File: config.mk
export PLATFORM = sky130hd
export DESIGN_NAME = reg_file
export DESIGN_NICKNAME = d
export VERILOG_FILES = /design/src/rtl/reg_file.sv
export SDC_FILE = /design/constraint.sdc
export NUM_CORES = 2
export LEC_CHECK = 0
export ABC_CLOCK_PERIOD_IN_PS = 5100
export CORE_ASPECT_RATIO = 1.75
export CORE_MARGIN = 2
export CORE_UTILIZATION = 40
export DETAILED_ROUTE_END_ITERATION = 10
export PLACE_DENSITY = 0.61
export SKIP_LAST_GASP = 1
export SLEW_MARGIN = 10
export SYNTH_ARGS = -nofsm -noshare
export SYNTH_HDL_FRONTEND = slang
export SYNTH_SLANG_ARGS = --single-unit
File: constraint.sdc
create_clock -name clk -period 5.1 [get_ports clk]
set_input_delay 1.53 -clock clk [delete_from_list [all_inputs] [get_ports clk]]
set_output_delay 1.53 -clock clk [all_outputs]
set_load 0.01 [all_outputs]
File: src/rtl/reg_file.sv
// ---------------------------------------------------------------------------
// reg_file -- 64 x 32-bit general-purpose register file for the multi-cycle
// processor datapath. Two combinational read ports, one synchronous write
// port; register 0 reads as zero and ignores writes.
//
// Ports
//   clk       in   1       clock, writes on rising edge
//   rst_n     in   1       asynchronous active-low reset, clears all registers
//   rs1       in   ADDR_W  read address, port 1
//   rs2       in   ADDR_W  read address, port 2
//   rd        in   ADDR_W  write address
//   regwrite  in   1       write enable, sampled at posedge clk
//   wd3       in   DATA_W  write data
//   rd1       out  DATA_W  read data, port 1 (combinational)
//   rd2       out  DATA_W  read data, port 2 (combinational)
//
// Configuration
//   REG_FILE_BYPASS_EN  when defined, a pending write to rd is forwarded
//                       combinationally to any read port addressing rd.
//                       Undefined (default): reads show stored contents only.
// ---------------------------------------------------------------------------
module reg_file #(
  parameter int unsigned DATA_W = 32,
  parameter int unsigned ADDR_W = 6
) (
  input  logic              clk,
  input  logic              rst_n,
  input  logic [ADDR_W-1:0] rs1,
  input  logic [ADDR_W-1:0] rs2,
  input  logic [ADDR_W-1:0] rd,
  input  logic              regwrite,
  input  logic [DATA_W-1:0] wd3,
  output logic [DATA_W-1:0] rd1,
  output logic [DATA_W-1:0] rd2
);

  localparam int unsigned NUM_REGS = 1 << ADDR_W;

  // Storage array; kept under this name so benches can inspect it directly.
  logic [DATA_W-1:0] regout [0:NUM_REGS-1];

  logic write_ok;

  // A write is only effective out of reset and to a non-zero register.
  assign write_ok = rst_n && regwrite && (rd != '0);

  // Storage update: async clear, otherwise single write per edge.
  always_ff @(posedge clk or negedge rst_n) begin
    if (!rst_n) begin
      for (int i = 0; i < NUM_REGS; i++) begin
        regout[i] <= '0;
      end
    end else if (regwrite && (rd != '0)) begin
      regout[rd] <= wd3;
    end
  end

  // Read ports: register 0 forced to zero, outputs held at zero during reset.
  always_comb begin
    rd1 = '0;
    rd2 = '0;
    if (rs1 != '0) begin
      rd1 = regout[rs1];
    end
    if (rs2 != '0) begin
      rd2 = regout[rs2];
    end
`ifdef REG_FILE_BYPASS_EN
    // Write-through: the value being written this cycle wins over storage.
    if (write_ok && (rs1 == rd)) begin
      rd1 = wd3;
    end
    if (write_ok && (rs2 == rd)) begin
      rd2 = wd3;
    end
`endif
    if (!rst_n) begin
      rd1 = '0;
      rd2 = '0;
    end
  end

`ifndef REG_FILE_BYPASS_EN
  // write_ok only feeds the forwarding path; keep it referenced here.
  logic unused_write_ok;
  assign unused_write_ok = write_ok;
`endif

endmodule

After elaboration in Yosys (flattened, before gate mapping)
Index checks and enable logic that the tools add are counted.
W data, S select, Z words.
{"block": "word_totals", "in_bits": 53, "regBits": 2048}
{"block": "op_classes", "n_lt_le_gt_ge": 4, "bitwise_logic": 3, "mux": 13, "reduce_logical": 5}
{"op": "$bwmux W2048", "count": 1}
{"op": "$bmux W32 S6", "count": 2}
{"op": "$mux W32", "count": 9}
{"op": "$demux W32 S6", "count": 1}
{"op": "$ge A7 B7 Y1 const B", "count": 3}
{"op": "$not A6 Y7", "count": 3}
{"op": "$reduce_bool A6 Y1", "count": 3}
{"op": "$lt A7 B1 Y1 const B", "count": 1}
{"op": "$logic_and A1 B1 Y1", "count": 2}

Logic depth before layout (Yosys ltp)
{"block": "logic_depth", "ltp_word": 6, "ltp_mapped": 10}

Worst setup path before layout
OpenSTA, ideal clock, no wires.
{"block": "synth_timing", "kind": "input to output", "start": "input port rs2[0]", "end": "output port rd2[12]", "stages": 7, "required_time_ns": 3.570, "setup_slack_ns": 0.352, "t_arrival_ns": 3.218, "path_cell_list": "buf_4 buf_6 buf_2 mux4_2 a211oi_1 o211ai_1 and3_1"}
{"block": "synth_via", "elab_chain_cells": 6}
{"item": "start: declaration", "line": "29", "rtl": "input logic [ADDR_W-1:0] rs2,"}
{"item": "$not A6 Y7 (implied by the code)", "line": "66", "rtl": "rd2 = regout[rs2];"}
{"item": "$bmux W32 S6", "line": "66"}
{"item": "$mux W32 (implied by the code) (2 in a row)", "line": "66"}
{"item": "$mux W32 (*)", "line": "65", "rtl": "if (rs2 != '0) begin"}
{"item": "$mux W32 (*)", "line": "77", "rtl": "if (!rst_n) begin"}
{"item": "end: declaration", "line": "34", "rtl": "output logic [DATA_W-1:0] rd2"}
Mark *: on every way between the ends. The rest lies on a longest branch, timed or not. The select of a mux whose other input is x is not followed.

Worst setup path after layout
{"block": "layout_timing", "start": "input port rs2[0]", "end": "output port rd2[23]"}
The elaborated chain is that of the path after synthesis.

==> metrics.log <==
[metrics] status: finished, violations left
[metrics] violations in the final reports: setup timing
[metrics] Worst Hold Launch: regout[2021]$_DFFE_PN0P_
[metrics] via density per instance: between 6 and 7
[metrics] Synth Area in Adders: 0%
[metrics] transition time at the pin with the least slew margin: 1288 ps
[metrics] Post-Synth Simple-Gate Area: under 10%
[metrics] internal power of the cells: 0.03176 W
[metrics] highest-count cells in the layout ignoring fill and taps: sky130_fd_sc_hd__mux2_2, sky130_fd_sc_hd__dfrtp_1, sky130_fd_sc_hd__mux2i_1
[metrics] GRT Resource Usage Total: 31.58%
[metrics] Clk network pwr share: 34.1%
[metrics] sequential fraction of design power: 45.3%
[metrics] HP Class: register to register
[metrics] footprint of the multi-input gates: between 0.05 and 0.06 mm^2
[metrics] number of flip-flops under the largest register name: slightly above 2000
[metrics] post-DP HPWL: 284900 um
[metrics] die area: about 0.28 mm^2
[metrics] net switching power: ~0.013 W
[metrics] setup repair after global routing missed its margin: true
[metrics] mean area per synthesized cell: 13.96 um^2
[metrics] register bank with the most flops: regout
[metrics] number of global-route vias before repair: 83800
[metrics] number of distinct library cell variants in the gate-level netlist after synthesis: between 60 and 70
[metrics] Worst Setup Slack post-DPL: -1171 ps
[metrics] Max clock buf depth: 4
[metrics] post-layout util: roughly half
[metrics] final setup vio count: 55
[metrics] DR pass1 iterations: 6
[metrics] DRC viols: 0
[metrics] worst-case hold path end point: regout[2021]$_DFFE_PN0P_
[metrics] Detailed Route Iter0 Violations: 8466
[metrics] Reg2Reg Depth: 1
[metrics] routed via count: a little over 80000
[metrics] number of top-level design ports: between 100 and 150
[metrics] Placeable Area: 0.2771 mm^2
[metrics] Max Cap Viol: 0
[metrics] crit path launch type: input pin
[metrics] CTS Sinks: a little over 2000
[metrics] standard-cell row count: 256
[metrics] post-layout instance count excluding filler cells: 12430
[metrics] number of nets in the final layout: between 8000 and 9000
[metrics] Root Buffer Master: sky130_fd_sc_hd__clkbuf_16
[metrics] Final Skew: 0 ps
[metrics] count of yosys warnings during synthesis: 0
[metrics] crit path time final: 5372 ps
[metrics] Synth Instances: 7960
[metrics] number of max-slew violations in the final report: 0
[metrics] final wirelength: between 400000 and 500000 um
[metrics] CP Data Required Time: 3570 ps
[metrics] wire length of the first global-routing pass: 638100 um
[metrics] synthesized cell area: about 0.11 mm^2
[metrics] commonest non-fill, non-tap cell in the layout: sky130_fd_sc_hd__mux2_2
[metrics] Initial Utilization: 40.12%
[metrics] Sw Ratio: 28.38%
[metrics] worst reg2reg path startpoint: regout[1026]$_DFFE_PN0P_
[metrics] power density over the cells: 325.2 mW/mm^2
[metrics] total of hold buffers inserted after clock tree synthesis: 0
[metrics] number of antenna-violating nets in the routed design: 0
[metrics] type of element capturing the critical path: output port
[metrics] number of placed instances, taps included: 11740
[metrics] Primary FF master, synth: sky130_fd_sc_hd__dfrtp_1
[metrics] maximum number of pins on one net before global-route repair: 179
[metrics] parity-gate share of the synthesized area counting xor and xnor cells: 0%
[metrics] Gate power share: 20.6%
[metrics] Congestion Overflow GR: 0
[metrics] complex-gate fraction of the synthesized area: 5.822%
[metrics] registers with the highest flip-flop counts: regout x2048
[metrics] Post-synth EDFFs: 0
[metrics] overall die height: 701.3 um
[metrics] final worst path period share: 105.3%
[metrics] fill count: 23420
[metrics] share of final-layout standard cells stronger than drive strength 1: 54.95%
[metrics] overall power of the completed layout: 0.04434 W
[metrics] hold path depth: 0
[metrics] fraction of synthesis flops using an asynchronous set or reset pin: 100.0%
[metrics] post-synthesis sequential element count: 2048
[metrics] Routed wire per std cell: 36.53 um
[metrics] Area Overhead vs Synth: 22.66%
[metrics] worst-case headroom to the max-slew limit: 14.12%
[metrics] number of buffer cells added on primary ports: 116
[metrics] register cell area after layout: approximately 0.051 mm^2
[metrics] clock-pin slew on the worst setup and hold paths: ~60 ps
[metrics] number of buffers added by the clock tree synthesis step: 195
[metrics] peak supply drop: 0.2447 mV
[metrics] number of H-tree branching levels: 4
[metrics] highest achievable clock rate: 186.1 MHz
[metrics] cell area after placement: 0.1225 mm^2
[metrics] Static Leakage: 61.21 nW
[metrics] number of antenna violations at the first check in global routing: 38
[metrics] post-synthesis mux area share: around two fifths
[metrics] Clock Latency Late Sink: 890 ps
[metrics] main combinational cell family by area after synthesis: multiplexers
[metrics] worst r2r dst: regout[1026]$_DFFE_PN0P_
[metrics] setup slack on the worst flop-to-flop path: 4280 ps
[metrics] fin area: 0.1363 mm^2
[metrics] top fanout value on the critical path: 4
[metrics] nets in the synthesized netlist: 8013
[metrics] Worst Setup Slack, final: -272.4 ps
[metrics] Placer Congestion: 0.9152
[metrics] final hold violation count: 0
[metrics] register area share after synthesis: 46.11%
[metrics] Critical Path AT: about 3800 ps
[metrics] TritonCTS clock tree: done
[metrics] die extent in x: a little over 400 um
[metrics] type of the worst setup path: input pin to output port
-- through the flow --
stage	setup TNS [ps]	hold slack, ps
3_3_place_gp	-46210	379.5
2_1_floorplan	0	441.3
5_1_grt	-7232	415.2
4_1_cts	-6486	398.4
3_5_place_dp	-46580	384.0
6_report	-5786	394.3
-- cells by family (layout without fill, tap and decap cells) --
logic type	Yosys count	count (layout)
multiplexers	3620	3620
AND/OR/NAND/NOR	474	474
buffers and inverters	904	1734
other	0	25
AO/OA/AOI/OAI	914	914
flip-flops	2048	2048
-- layer usage --
layer	vias to the layer above	routed length [um]	global-route usage, %	part of all wire [%]
li1	31800	-	-	-
met1	43270	165000	37.54	36
met2	4417	211000	49.88	46
met3	1638	38730	7.692	8.5
met4	30	38900	23.13	8.6
met5	-	201	0	0.044
-- cells in the mapped netlist, types with 8 or more instances --
library cell / number / area [um^2]
sky130_fd_sc_hd__mux2_2: 2109 / 23750
sky130_fd_sc_hd__dfrtp_1: 2048 / 51250
sky130_fd_sc_hd__mux2i_1: 912 / 9129
sky130_fd_sc_hd__mux4_2: 592 / 13330
sky130_fd_sc_hd__clkbuf_1: 383 / 1438
sky130_fd_sc_hd__buf_2: 239 / 1196
sky130_fd_sc_hd__a22oi_1: 184 / 1381
sky130_fd_sc_hd__o22ai_1: 152 / 950.9
sky130_fd_sc_hd__nor2_1: 128 / 480.5
sky130_fd_sc_hd__nand2_1: 127 / 476.7
sky130_fd_sc_hd__buf_1: 100 / 375.4
sky130_fd_sc_hd__a211oi_1: 90 / 675.7
sky130_fd_sc_hd__a21oi_1: 85 / 425.4
sky130_fd_sc_hd__buf_4: 84 / 630.6
sky130_fd_sc_hd__o21ai_0: 79 / 395.4
sky130_fd_sc_hd__buf_6: 70 / 788.3
sky130_fd_sc_hd__nor2b_1: 67 / 419.2
sky130_fd_sc_hd__o221ai_1: 62 / 543.0
sky130_fd_sc_hd__o31ai_1: 59 / 442.9
sky130_fd_sc_hd__nand3_1: 51 / 255.2
sky130_fd_sc_hd__a31oi_1: 48 / 300.3
sky130_fd_sc_hd__o211ai_1: 36 / 270.3
sky130_fd_sc_hd__a221oi_1: 30 / 262.8
sky130_fd_sc_hd__and3_1: 28 / 175.2
sky130_fd_sc_hd__a311oi_1: 19 / 166.4
sky130_fd_sc_hd__nand2b_1: 18 / 112.6
sky130_fd_sc_hd__o2111ai_1: 18 / 157.7
sky130_fd_sc_hd__nor3_1: 16 / 80.08
sky130_fd_sc_hd__buf_8: 12 / 180.2
sky130_fd_sc_hd__and2_1: 9 / 56.30
sky130_fd_sc_hd__o311ai_0: 9 / 78.83
sky130_fd_sc_hd__nand4_1: 8 / 50.05
sky130_fd_sc_hd__or3_1: 8 / 50.05
-- how the worst max path moves through the flow --
stage                start      end  slack, ps  cells past startpoint
detailed placement  rs1[0]  rd1[23]      -1170                     10
CTS                 rs1[0]   rd1[4]       -260                     12
floorplan           rs2[0]  rd2[12]        350                      7
finish              rs2[0]  rd2[23]       -270                     14
global route        rs2[0]  rd2[23]       -290                     14
global placement    rs1[0]  rd1[23]      -1200                     10
-- power by group through the flow --
| stage | Clock (W) | Combinational (W) | Sequential, W |
|---|---|---|---|
| 6_report | 0.0151 | 0.00912 | 0.0201 |
| 4_1_cts | 0.0153 | 0.00884 | 0.0200 |
| 5_1_grt | 0.0159 | 0.00958 | 0.0203 |
| 2_1_floorplan | 0 | 0.00544 | 0.0197 |
| 3_5_place_dp | 0 | 0.00811 | 0.0203 |
| 3_3_place_gp | 0 | 0.00792 | 0.0201 |
-- final cells by class --
cell class,count,area share (%)
antenna,25,0.04589
clock buffer,292,4.251
clock inverter,49,0.4295
inverter,4,0.01377
multi-input combinational,5008,42.63
sequential,2048,37.59
tap,3612,3.315
timing repair buffer,1389,11.72
-- critical path, cell delays in order --
cell                       delay, ps
sky130_fd_sc_hd__buf_16          130
sky130_fd_sc_hd__buf_12          140
sky130_fd_sc_hd__buf_12          120
sky130_fd_sc_hd__buf_12          120
sky130_fd_sc_hd__buf_12          120
sky130_fd_sc_hd__buf_12          120
sky130_fd_sc_hd__buf_8           110
sky130_fd_sc_hd__mux4_2          430
sky130_fd_sc_hd__mux2i_2         220
sky130_fd_sc_hd__nor2_1           90
sky130_fd_sc_hd__a211oi_2        250
sky130_fd_sc_hd__buf_6           190
sky130_fd_sc_hd__nor3_4           70
sky130_fd_sc_hd__buf_2           160
-- repair_timing --
item | in CTS | in global routing
pin swaps | 182 | 203
buffers inserted | 227 | 104
endpoints found under the setup margin | 64 | 63
cloned | 39 | 5
gates resized for setup | 859 | 264
(Power assumes the default switching activity.)
